**src/rtl/wb_commit_if.sv**
```systemverilog
// ----------------------------------------------------------------------------
// wb_commit_if : bundle of the ALU, load, decode-check and RF-write signals
//                that pass between the pipeline and the writeback/commit unit
// Revision     : 1.0
// ----------------------------------------------------------------------------
`default_nettype none

interface wb_commit_if #(
  parameter int XLEN = 32
);
  logic            alu_valid;
  logic            alu_ready;
  logic [4:0]      alu_rd;
  logic [XLEN-1:0] alu_data;

  logic            ld_issue;
  logic [4:0]      ld_issue_rd;

  logic            ld_rsp_valid;
  logic [4:0]      ld_rsp_rd;
  logic [XLEN-1:0] ld_rsp_data;
  logic [2:0]      ld_rsp_funct3;

  logic [4:0]      rs1;
  logic [4:0]      rs2;
  logic            stall;

  logic            regwrite;
  logic [4:0]      writereg;
  logic [XLEN-1:0] writedata;

  // Pipeline side: offers results, issues loads, observes stall and RF write.
  modport master (
    output alu_valid, alu_rd, alu_data,
    output ld_issue, ld_issue_rd,
    output ld_rsp_valid, ld_rsp_rd, ld_rsp_data, ld_rsp_funct3,
    output rs1, rs2,
    input  alu_ready, stall, regwrite, writereg, writedata
  );

  // Commit unit side.
  modport slave (
    input  alu_valid, alu_rd, alu_data,
    input  ld_issue, ld_issue_rd,
    input  ld_rsp_valid, ld_rsp_rd, ld_rsp_data, ld_rsp_funct3,
    input  rs1, rs2,
    output alu_ready, stall, regwrite, writereg, writedata
  );
endinterface

`default_nettype wire

```
**src/rtl/wb_commit_unit.sv**
```systemverilog
// ----------------------------------------------------------------------------
// wb_commit_unit : merges ALU results and load responses into the single RF
//                  write port; keeps a pending-load scoreboard for RAW stalls
// Revision       : 1.0
// ----------------------------------------------------------------------------
`default_nettype none

module wb_commit_unit #(
  parameter int XLEN  = 32,
  parameter int NREG  = 32,
  parameter int CNT_W = 32
) (
  input  wire logic             clk,
  input  wire logic             rst,
  wb_commit_if.slave            bus,
  output logic                  sb_err_o,
  output logic [CNT_W-1:0]      commit_count_o
);

  localparam logic [2:0] c_F3_LB  = 3'b000;
  localparam logic [2:0] c_F3_LH  = 3'b001;
  localparam logic [2:0] c_F3_LBU = 3'b100;
  localparam logic [2:0] c_F3_LHU = 3'b101;

  logic            buf_valid_q, buf_valid_d;
  logic [4:0]      buf_rd_q,    buf_rd_d;
  logic [XLEN-1:0] buf_data_q,  buf_data_d;
  logic [NREG-1:0] pend_q,      pend_d;
  logic            regwrite_q,  regwrite_d;
  logic [4:0]      writereg_q,  writereg_d;
  logic [XLEN-1:0] writedata_q, writedata_d;
  logic            sb_err_q,    sb_err_d;
  logic [CNT_W-1:0] count_q,    count_d;

  logic            w_alu_ready;
  logic            w_alu_acc;
  logic            w_win_valid;
  logic [4:0]      w_win_rd;
  logic [XLEN-1:0] w_win_data;
  logic            w_waw_err;
  logic            w_orphan_err;

  function automatic logic [XLEN-1:0] load_extend(input logic [2:0] f3,
                                                  input logic [XLEN-1:0] d);
    logic [XLEN-1:0] r;
    case (f3)
      c_F3_LB:  r = {{(XLEN-8){d[7]}},   d[7:0]};
      c_F3_LBU: r = {{(XLEN-8){1'b0}},   d[7:0]};
      c_F3_LH:  r = {{(XLEN-16){d[15]}}, d[15:0]};
      c_F3_LHU: r = {{(XLEN-16){1'b0}},  d[15:0]};
      default:  r = d;
    endcase
    return r;
  endfunction

  // Held in reset the unit refuses ALU results so nothing is lost on release.
  assign w_alu_ready = rst & ~buf_valid_q;
  assign w_alu_acc   = bus.alu_valid & w_alu_ready;

  assign bus.alu_ready = w_alu_ready;
  assign bus.stall     = ((bus.rs1 != 5'd0) & pend_q[bus.rs1]) |
                         ((bus.rs2 != 5'd0) & pend_q[bus.rs2]);
  assign bus.regwrite  = regwrite_q;
  assign bus.writereg  = writereg_q;
  assign bus.writedata = writedata_q;
  assign sb_err_o       = sb_err_q;
  assign commit_count_o = count_q;

  // A same-cycle response to the register being re-issued retires the old
  // load, so the new issue is legal rather than a WAW collision.
  assign w_waw_err = bus.ld_issue & (bus.ld_issue_rd != 5'd0) &
                     pend_q[bus.ld_issue_rd] &
                     ~(bus.ld_rsp_valid & (bus.ld_rsp_rd == bus.ld_issue_rd));
  assign w_orphan_err = bus.ld_rsp_valid & (bus.ld_rsp_rd != 5'd0) &
                        ~pend_q[bus.ld_rsp_rd];

  always_comb begin
    w_win_valid = 1'b0;
    w_win_rd    = 5'd0;
    w_win_data  = '0;
    buf_valid_d = buf_valid_q;
    buf_rd_d    = buf_rd_q;
    buf_data_d  = buf_data_q;

    if (bus.ld_rsp_valid) begin
      w_win_valid = 1'b1;
      w_win_rd    = bus.ld_rsp_rd;
      w_win_data  = load_extend(bus.ld_rsp_funct3, bus.ld_rsp_data);
      if (w_alu_acc) begin
        buf_valid_d = 1'b1;
        buf_rd_d    = bus.alu_rd;
        buf_data_d  = bus.alu_data;
      end
    end else if (buf_valid_q) begin
      w_win_valid = 1'b1;
      w_win_rd    = buf_rd_q;
      w_win_data  = buf_data_q;
      buf_valid_d = 1'b0;
    end else if (w_alu_acc) begin
      w_win_valid = 1'b1;
      w_win_rd    = bus.alu_rd;
      w_win_data  = bus.alu_data;
    end
  end

  always_comb begin
    regwrite_d  = w_win_valid & (w_win_rd != 5'd0);
    writereg_d  = writereg_q;
    writedata_d = writedata_q;
    count_d     = count_q;
    if (w_win_valid) begin
      writereg_d  = w_win_rd;
      writedata_d = w_win_data;
    end
    if (regwrite_d) begin
      count_d = count_q + CNT_W'(1);
    end

    pend_d = pend_q;
    if (bus.ld_rsp_valid) begin
      pend_d[bus.ld_rsp_rd] = 1'b0;
    end
    if (bus.ld_issue && (bus.ld_issue_rd != 5'd0)) begin
      pend_d[bus.ld_issue_rd] = 1'b1;
    end
    pend_d[0] = 1'b0;

    sb_err_d = sb_err_q | w_waw_err | w_orphan_err;
  end

  always_ff @(posedge clk) begin
    if (!rst) begin
      buf_valid_q <= 1'b0;
      buf_rd_q    <= 5'd0;
      buf_data_q  <= '0;
      pend_q      <= '0;
      regwrite_q  <= 1'b0;
      writereg_q  <= 5'd0;
      writedata_q <= '0;
      sb_err_q    <= 1'b0;
      count_q     <= '0;
    end else begin
      buf_valid_q <= buf_valid_d;
      buf_rd_q    <= buf_rd_d;
      buf_data_q  <= buf_data_d;
      pend_q      <= pend_d;
      regwrite_q  <= regwrite_d;
      writereg_q  <= writereg_d;
      writedata_q <= writedata_d;
      sb_err_q    <= sb_err_d;
      count_q     <= count_d;
    end
  end

endmodule

`default_nettype wire

```
**src/flat_wrapper.sv**
```systemverilog
// flat-port wrapper written by rule: the top's interface ports become plain ports
module wb_commit_unit_flat 
#(
  parameter int XLEN  = 32,
  parameter int NREG  = 32,
  parameter int CNT_W = 32
)
  (clk, rst, sb_err_o, commit_count_o, bus_alu_valid, bus_alu_rd, bus_alu_data, bus_ld_issue, bus_ld_issue_rd, bus_ld_rsp_valid, bus_ld_rsp_rd, bus_ld_rsp_data, bus_ld_rsp_funct3, bus_rs1, bus_rs2, bus_alu_ready, bus_stall, bus_regwrite, bus_writereg, bus_writedata);
  wb_commit_if #(.XLEN(XLEN)) bus_i ();
  input  wire logic clk;
  input  wire logic rst;
  output logic sb_err_o;
  output logic [CNT_W-1:0] commit_count_o;
  input wire logic [$bits(bus_i.alu_valid)-1:0] bus_alu_valid;
  input wire logic [$bits(bus_i.alu_rd)-1:0] bus_alu_rd;
  input wire logic [$bits(bus_i.alu_data)-1:0] bus_alu_data;
  input wire logic [$bits(bus_i.ld_issue)-1:0] bus_ld_issue;
  input wire logic [$bits(bus_i.ld_issue_rd)-1:0] bus_ld_issue_rd;
  input wire logic [$bits(bus_i.ld_rsp_valid)-1:0] bus_ld_rsp_valid;
  input wire logic [$bits(bus_i.ld_rsp_rd)-1:0] bus_ld_rsp_rd;
  input wire logic [$bits(bus_i.ld_rsp_data)-1:0] bus_ld_rsp_data;
  input wire logic [$bits(bus_i.ld_rsp_funct3)-1:0] bus_ld_rsp_funct3;
  input wire logic [$bits(bus_i.rs1)-1:0] bus_rs1;
  input wire logic [$bits(bus_i.rs2)-1:0] bus_rs2;
  output wire logic [$bits(bus_i.alu_ready)-1:0] bus_alu_ready;
  output wire logic [$bits(bus_i.stall)-1:0] bus_stall;
  output wire logic [$bits(bus_i.regwrite)-1:0] bus_regwrite;
  output wire logic [$bits(bus_i.writereg)-1:0] bus_writereg;
  output wire logic [$bits(bus_i.writedata)-1:0] bus_writedata;
  assign bus_i.alu_valid = bus_alu_valid;
  assign bus_i.alu_rd = bus_alu_rd;
  assign bus_i.alu_data = bus_alu_data;
  assign bus_i.ld_issue = bus_ld_issue;
  assign bus_i.ld_issue_rd = bus_ld_issue_rd;
  assign bus_i.ld_rsp_valid = bus_ld_rsp_valid;
  assign bus_i.ld_rsp_rd = bus_ld_rsp_rd;
  assign bus_i.ld_rsp_data = bus_ld_rsp_data;
  assign bus_i.ld_rsp_funct3 = bus_ld_rsp_funct3;
  assign bus_i.rs1 = bus_rs1;
  assign bus_i.rs2 = bus_rs2;
  assign bus_alu_ready = bus_i.alu_ready;
  assign bus_stall = bus_i.stall;
  assign bus_regwrite = bus_i.regwrite;
  assign bus_writereg = bus_i.writereg;
  assign bus_writedata = bus_i.writedata;
  wb_commit_unit #(.XLEN(XLEN), .NREG(NREG), .CNT_W(CNT_W)) u_core (.clk(clk), .rst(rst), .bus(bus_i), .sb_err_o(sb_err_o), .commit_count_o(commit_count_o));
endmodule
```
**config.mk**
```make
export PLATFORM = sky130hd
export DESIGN_NAME = wb_commit_unit_flat
export DESIGN_NICKNAME = d
export VERILOG_FILES = /design/src/rtl/wb_commit_if.sv /design/src/rtl/wb_commit_unit.sv /design/src/flat_wrapper.sv
export SDC_FILE = /design/constraint.sdc
export NUM_CORES = 1
export LEC_CHECK = 0
export ABC_CLOCK_PERIOD_IN_PS = 4410
export BUFFER_PORTS_ARGS = -buffer_cell sky130_fd_sc_hd__buf_2
export CAP_MARGIN = 5
export CELL_PAD_IN_SITES_DETAIL_PLACEMENT = 1
export CELL_PAD_IN_SITES_GLOBAL_PLACEMENT = 2
export CORE_MARGIN = 4
export CORE_UTILIZATION = 34
export DETAILED_ROUTE_END_ITERATION = 10
export MAX_ROUTING_LAYER = met4
export PLACE_DENSITY_LB_ADDON = 0.12
export SYNTH_ARGS = -nofsm -noshare
export SYNTH_HDL_FRONTEND = slang
export SYNTH_SLANG_ARGS = --single-unit
```
**constraint.sdc**
```tcl
create_clock -name clk -period 4.41 [get_ports clk]
set_clock_uncertainty 0.05 [all_clocks]
set_input_delay 0.441 -clock clk [delete_from_list [all_inputs] [get_ports clk]]
set_output_delay 0.441 -clock clk [all_outputs]
set_load 0.02 [all_outputs]
```
# Yosys cells after proc, flatten, opt, wreduce, memory -nomap -nowiden
# Cells that the tools add are included.
dict set report op_classes {
  order_cmp 6
  reduce_logical 11
  mux 24
  eq_ne 4
  bitwise_logic 20
  n_shift 0
  add_sub_neg 1
  multipliers 0
  n_div 0
}
# op count
set op_table {}
lappend op_table {{32-bit 2-to-1 mux} 5}
lappend op_table {{32-bit case mux with 4 select lines} 1}
lappend op_table {{32-bit by 1-bit adder with 32-bit output, second input constant} 1}
lappend op_table {{32-bit bitwise AND} 1}
lappend op_table {{32-bit inverter} 1}
lappend op_table {{32-bit bitwise OR} 1}
lappend op_table {{5-bit nonzero test} 5}
lappend op_table {{5-bit by 6-bit < comparator with 1-bit output, second input constant} 4}
lappend op_table {{1-bit binary-select mux with 5-bit select} 4}
lappend op_table {{5-bit 2-to-1 mux} 3}
lappend op_table {{1-bit bitwise AND} 11}
lappend op_table {{1-bit demux with 5-bit select} 2}
lappend op_table {{5-bit by 1-bit >= comparator with 1-bit output, second input constant} 2}
lappend op_table {{1-bit 2-to-1 mux} 9}
lappend op_table {{3-bit equality test, second input constant} 2}
lappend op_table {{5-bit equality test} 1}
lappend op_table {{2-bit AND reduction} 2}
lappend op_table {{3-bit by 1-bit equality test with 1-bit output, second input constant} 1}
lappend op_table {{1-bit logical AND} 3}
lappend op_table {{3-bit zero test} 1}
lappend op_table {{1-bit inverter} 3}
lappend op_table {{1-bit bitwise OR} 3}
dict set report totals {
  wordCells 76
  ff_bits 141
  n_memories 0
  output_inout_bits 73
  mem_bits_ro 0
  inputBits 97
  ram_bits 0
  latchBits 0
}

# Longest topological paths before layout
dict set report depth {
  ltp_word 9
  ltp_mapped 9
}

# Worst setup path before layout
# OpenSTA, ideal clock, no wires.
dict set report synth_path {
  path_kind {input -> output}
  from {input bus_rs1[0]}
  to {output bus_stall}
  stages 5
  n_path_buf 1
  slack_ns 1.810
  arrival_ns 2.109
  cell_sequence {buf_2 > mux4_2 > mux4_2 > nor2b_1 > a211o_1}
}
dict set report synth_between {
  elab_chain_len 4
}
# element line
set synth_rtl {}
lappend synth_rtl {{start: declaration} flat_wrapper.sv:23} ;# input wire logic [$bits(bus_i.rs1)-1:0] bus_rs1;
lappend synth_rtl {{1-bit binary-select mux with 5-bit select} wb_commit_unit.sv:61} ;# assign bus.stall = ((bus.rs1 != 5'd0) & pend_q[bus.rs1]) |
lappend synth_rtl {{1-bit 2-to-1 mux (implied by the code)} wb_commit_unit.sv:61}
lappend synth_rtl {{1-bit bitwise AND *} wb_commit_unit.sv:61}
lappend synth_rtl {{1-bit bitwise OR *} wb_commit_unit.sv:61}
lappend synth_rtl {{end: declaration} flat_wrapper.sv:26} ;# output wire logic [$bits(bus_i.stall)-1:0] bus_stall;
# Mark *: on every way between the ends. The rest lies on a longest branch, timed or not. The select of a mux whose other input is x is not followed.

# Worst setup path in the final report
dict set report layout_path {
  from {register u_core.pend_q[15]}
  to {output bus_stall}
}
dict set report layout_between {
  elab_chain_len 4
}
# element line
set layout_rtl {}
lappend layout_rtl {{start: declaration} wb_commit_unit.sv:28} ;# logic [NREG-1:0] pend_q, pend_d;
lappend layout_rtl {{start signal: assignment} wb_commit_unit.sv:146} ;# pend_q <= pend_d;
lappend layout_rtl {{1-bit binary-select mux with 5-bit select (on tied branches)} {wb_commit_unit.sv:61, wb_commit_unit.sv:62}}
lappend layout_rtl {{1-bit 2-to-1 mux (on tied branches)} {wb_commit_unit.sv:61, wb_commit_unit.sv:62}}
lappend layout_rtl {{1-bit bitwise AND (on tied branches)} {wb_commit_unit.sv:61, wb_commit_unit.sv:62}}
lappend layout_rtl {{1-bit bitwise OR *} wb_commit_unit.sv:61}
# Marked as above.

==> flow_summary.json <==
{
  "htree_levels": 4,
  "arrival_ns": 2.32,
  "vias": 7410,
  "clk-insertion-delay-late_ns": 0.42,
  "grt_overflow": 0,
  "tightest_slew_ns": 0.958,
  "min_to": "u_core.buf_data_q[6]$_SDFFE_PN0P_",
  "clkTransAtPathRegs_ns": 0.06,
  "rr_endpoint": "u_core.commit_count_o[31]$_SDFFE_PN0P_",
  "setup_ws_ns": 1.60,
  "syn_avg_cell_area_um2": 8.14,
  "synth_area_um2": 7290,
  "maxCapViolCount": 0,
  "clock-sinks": 140,
  "yosysWarnings": 0,
  "first_pass_iters": 5,
  "relSlewSlack": 0.361,
  "ant_nets": 0,
  "cp-end-kind": "primary output",
  "whs_path_depth": 3,
  "status": "complete, no violations",
  "grt_pass1_vias": 7571,
  "cp_slowest_cell": "mux4_2",
  "worstSetupPathType": "flop to primary output",
  "hold_class": "primary input to flop",
  "synth_top_family_by_area": "compound AO/OA/AOI/OAI gates",
  "io_buffer_count": 169,
  "cts_buffers": 17,
  "die_width_um": 154,
  "antenna_found_initial": 2,
  "cts_tree": "yes",
  "synth_area_leader_cell": "dfxtp_1",
  "crit_required_ns": 3.92,
  "max_freq_mhz": 356,
  "final_layout_size_suffix_gt1_frac": 0.240,
  "setup_tns_ns": 0,
  "grt_pass1_wl_um": 41500,
  "drcViolationCount": 0,
  "die_area_um2": 23900,
  "post_cts_buffers": 0,
  "r2r-start": "u_core.buf_valid_q$_SDFFE_PN0N_",
  "cpPeakStageDelay_ns": 0.48,
  "initial_utilization": 0.346,
  "synthAdderAreaFrac": 0.00172,
  "fillers": 2625,
  "post_cts_resized": 0,
  "crit_path_cell_trace": "mux4_2, mux4_2, nor2b_1, a211o_1, buf_2",
  "synth_seq_cells": 140,
  "synth-xor-area-share": 0.00721,
  "start_kind": "flop",
  "area.sequential_um2": 2800,
  "multi_input_area_um2": 4190,
  "syn_inst": 896,
  "final_util": 0.421,
  "nets": 1124,
  "cpMostUsedCell": "mux4_2",
  "min_period_ns": 2.81,
  "finalMaxSlewViolations": 0,
  "vdd.ir_drop.worst_mv": 0.246,
  "synthTopCellsByCount": "a21oi_1 (163), nand2_1 (162), dfxtp_1 (140), nor2_1 (58), clkbuf_1 (47)",
  "cts_buffer_depth": 2,
  "grt_util_all_layers": 0.221,
  "synthFlopType": "dfxtp_1",
  "grt_start_max_net_pins": 63,
  "core.rowCount": 53,
  "setup_viol": 0,
  "synthArstFlopShare": 0,
  "yosysSeqAreaShare": 0.384,
  "avgViaCountPerCell": 5.64,
  "rsz0062_at_grt": "false",
  "synth_top_area_frac": 0.384,
  "reg2regPathDepth": 5,
  "die-height_um": 154,
  "yosysMostFrequentCell": "a21oi_1",
  "cts-root-buf": "clkbuf_16",
  "design.core.area_um2": 21100,
  "io_pins": 170,
  "synthTopCellsByArea": "dfxtp_1 (38%), a21oi_1 (11%), nand2_1 (8.3%)",
  "wl_per_cell_um": 19.8,
  "area_growth_pct": 21.8,
  "dr.first_iter.drc_count": 356,
  "syn_nets": 994,
  "pre_cts_ws_ns": 1.63,
  "synthSimpleGateAreaFrac": 0.217,
  "hold_path.startpoint": "bus_alu_data[6]",
  "cts_hold_buffers": 0,
  "synth.mux.area_fraction": 0.113,
  "leakagePower_uw": 0.00336,
  "synth.distinct_cells": 55,
  "r2r_slack_ns": 1.70,
  "hpwl_um": 17900,
  "hold_viol_final": 0,
  "power_density_nw_per_um2": 365,
  "synth_edf_count": 0,
  "totalWireLength_um": 26000,
  "cp_max_fo": 5,
  "power_uw": 3240,
  "place_congestion": 0.819,
  "finalCritPeriodShare": 0.637,
  "synth-compound-area-share": 0.234
}
[state kept, by name, indices dropped and copies added (netlist names)]
name                   cells
u_core.bus.regwrite        1
u_core.buf_data_q         32
u_core.bus.writedata      32
u_core.buf_valid_q         1
u_core.buf_rd_q            5
u_core.commit_count_o     32
u_core.bus.writereg        5
u_core.sb_err_o            1
u_core.pend_q             31
[per-stage QoR]
step / cells / area, µm² / hold WS [ns]
2_1_floorplan: 896 / 7290 / 0.386
3_3_place_gp: 1282 / 8280 / 0.392
3_5_place_dp: 1282 / 8280 / 0.399
4_1_cts: 1312 / 8880 / 0.207
5_1_grt: 1314 / 8880 / 0.219
6_report: 1314 / 8880 / 0.218
[worst max-delay path: cells and delay by family (launching register included)]
kind	cells	cell delay, ns
flops	1	0.38
buf+inv	1	0.16
mux	2	0.95
simple gates	1	0.14
compound gates	1	0.26
[logic make-up (layout without fill, tap and decap cells)]
family	count (synthesis)	count (layout)
other cells	0	2
mux	54	54
compound gates	289	289
flops	140	140
buf+inv	73	214
fa+ha+maj	1	1
xor+xnor	6	6
simple gates	333	333
[worst max path at each step]
stage / slack, ns / end / from
after detailed placement: 1.63 / bus_stall / bus_rs1[0]
after global routing: 1.39 / u_core.commit_count_o[31]$_SDFFE_PN0P_ / u_core.buf_valid_q$_SDFFE_PN0N_
after floorplan: 1.81 / bus_stall / bus_rs1[0]
after global placement: 1.66 / u_core.commit_count_o[13]$_SDFFE_PN0P_ / bus_ld_rsp_valid
final: 1.60 / bus_stall / u_core.pend_q[15]$_SDFF_PN0_
after CTS: 1.60 / bus_stall / u_core.pend_q[15]$_SDFF_PN0_
[power by group]
part           internal, µW  leakage [µW]  switching (µW)
combinational           139       0.00194             256
sequential             1310       0.00114            38.1
clock                   914      0.000280             584
total                  2360       0.00336             878
[routing by layer]
metal  vias to the layer above  global-route usage  part of all wire
met2                       172               0.355              0.47
met1                      3638               0.289              0.47
met5                         -                   -                 0
li1                       3568                   -                 -
met4                         0              0.0622             0.018
met3                        32              0.0355             0.045
[cells in the final DEF (no fill, tap or decap), types with 3 or more instances in the layout]
master      synthesis  layout
bufinv_16           0       3
nand3_1            24      24
or3_1               8       8
o31ai_1            18      18
mux2_2              8       8
dfxtp_1           140     139
nand2b_1            6       6
clkinvlp_4          0       4
xor2_1              5       5
nor2_1             58      57
and2_1              4       4
nor3_1              5       5
nand2_1           162     162
mux4_2             22      22
buf_4               2      10
buf_2              11     169
and3_1              6       6
o21ai_1             3       3
a22oi_1            10      10
inv_1               5       4
o21ai_0            44      44
nor2b_1             3       3
clkbuf_16           0      17
nand4_1             9       9
o41ai_1             3       3
o221ai_1            8       8
o22ai_1             4       4
nor4_1              5       5
nand3b_1            4       4
or4_1              18      18
or4b_1              4       4
a221oi_1           26      26
a21oi_1           163     163
mux2i_1            24      24
nor3b_1             4       4
[layout make-up]
class / instances / area share
Inverter: 5 / 0.00239
Clock buffer: 20 / 0.0514
Clock inverter: 10 / 0.0161
Sequential cell: 140 / 0.316
Multi-Input combinational cell: 683 / 0.471
Antenna cell: 2 / 0.000563
Tap cell: 275 / 0.0387
Timing Repair Buffer: 179 / 0.104
(Power assumes the default switching activity.)
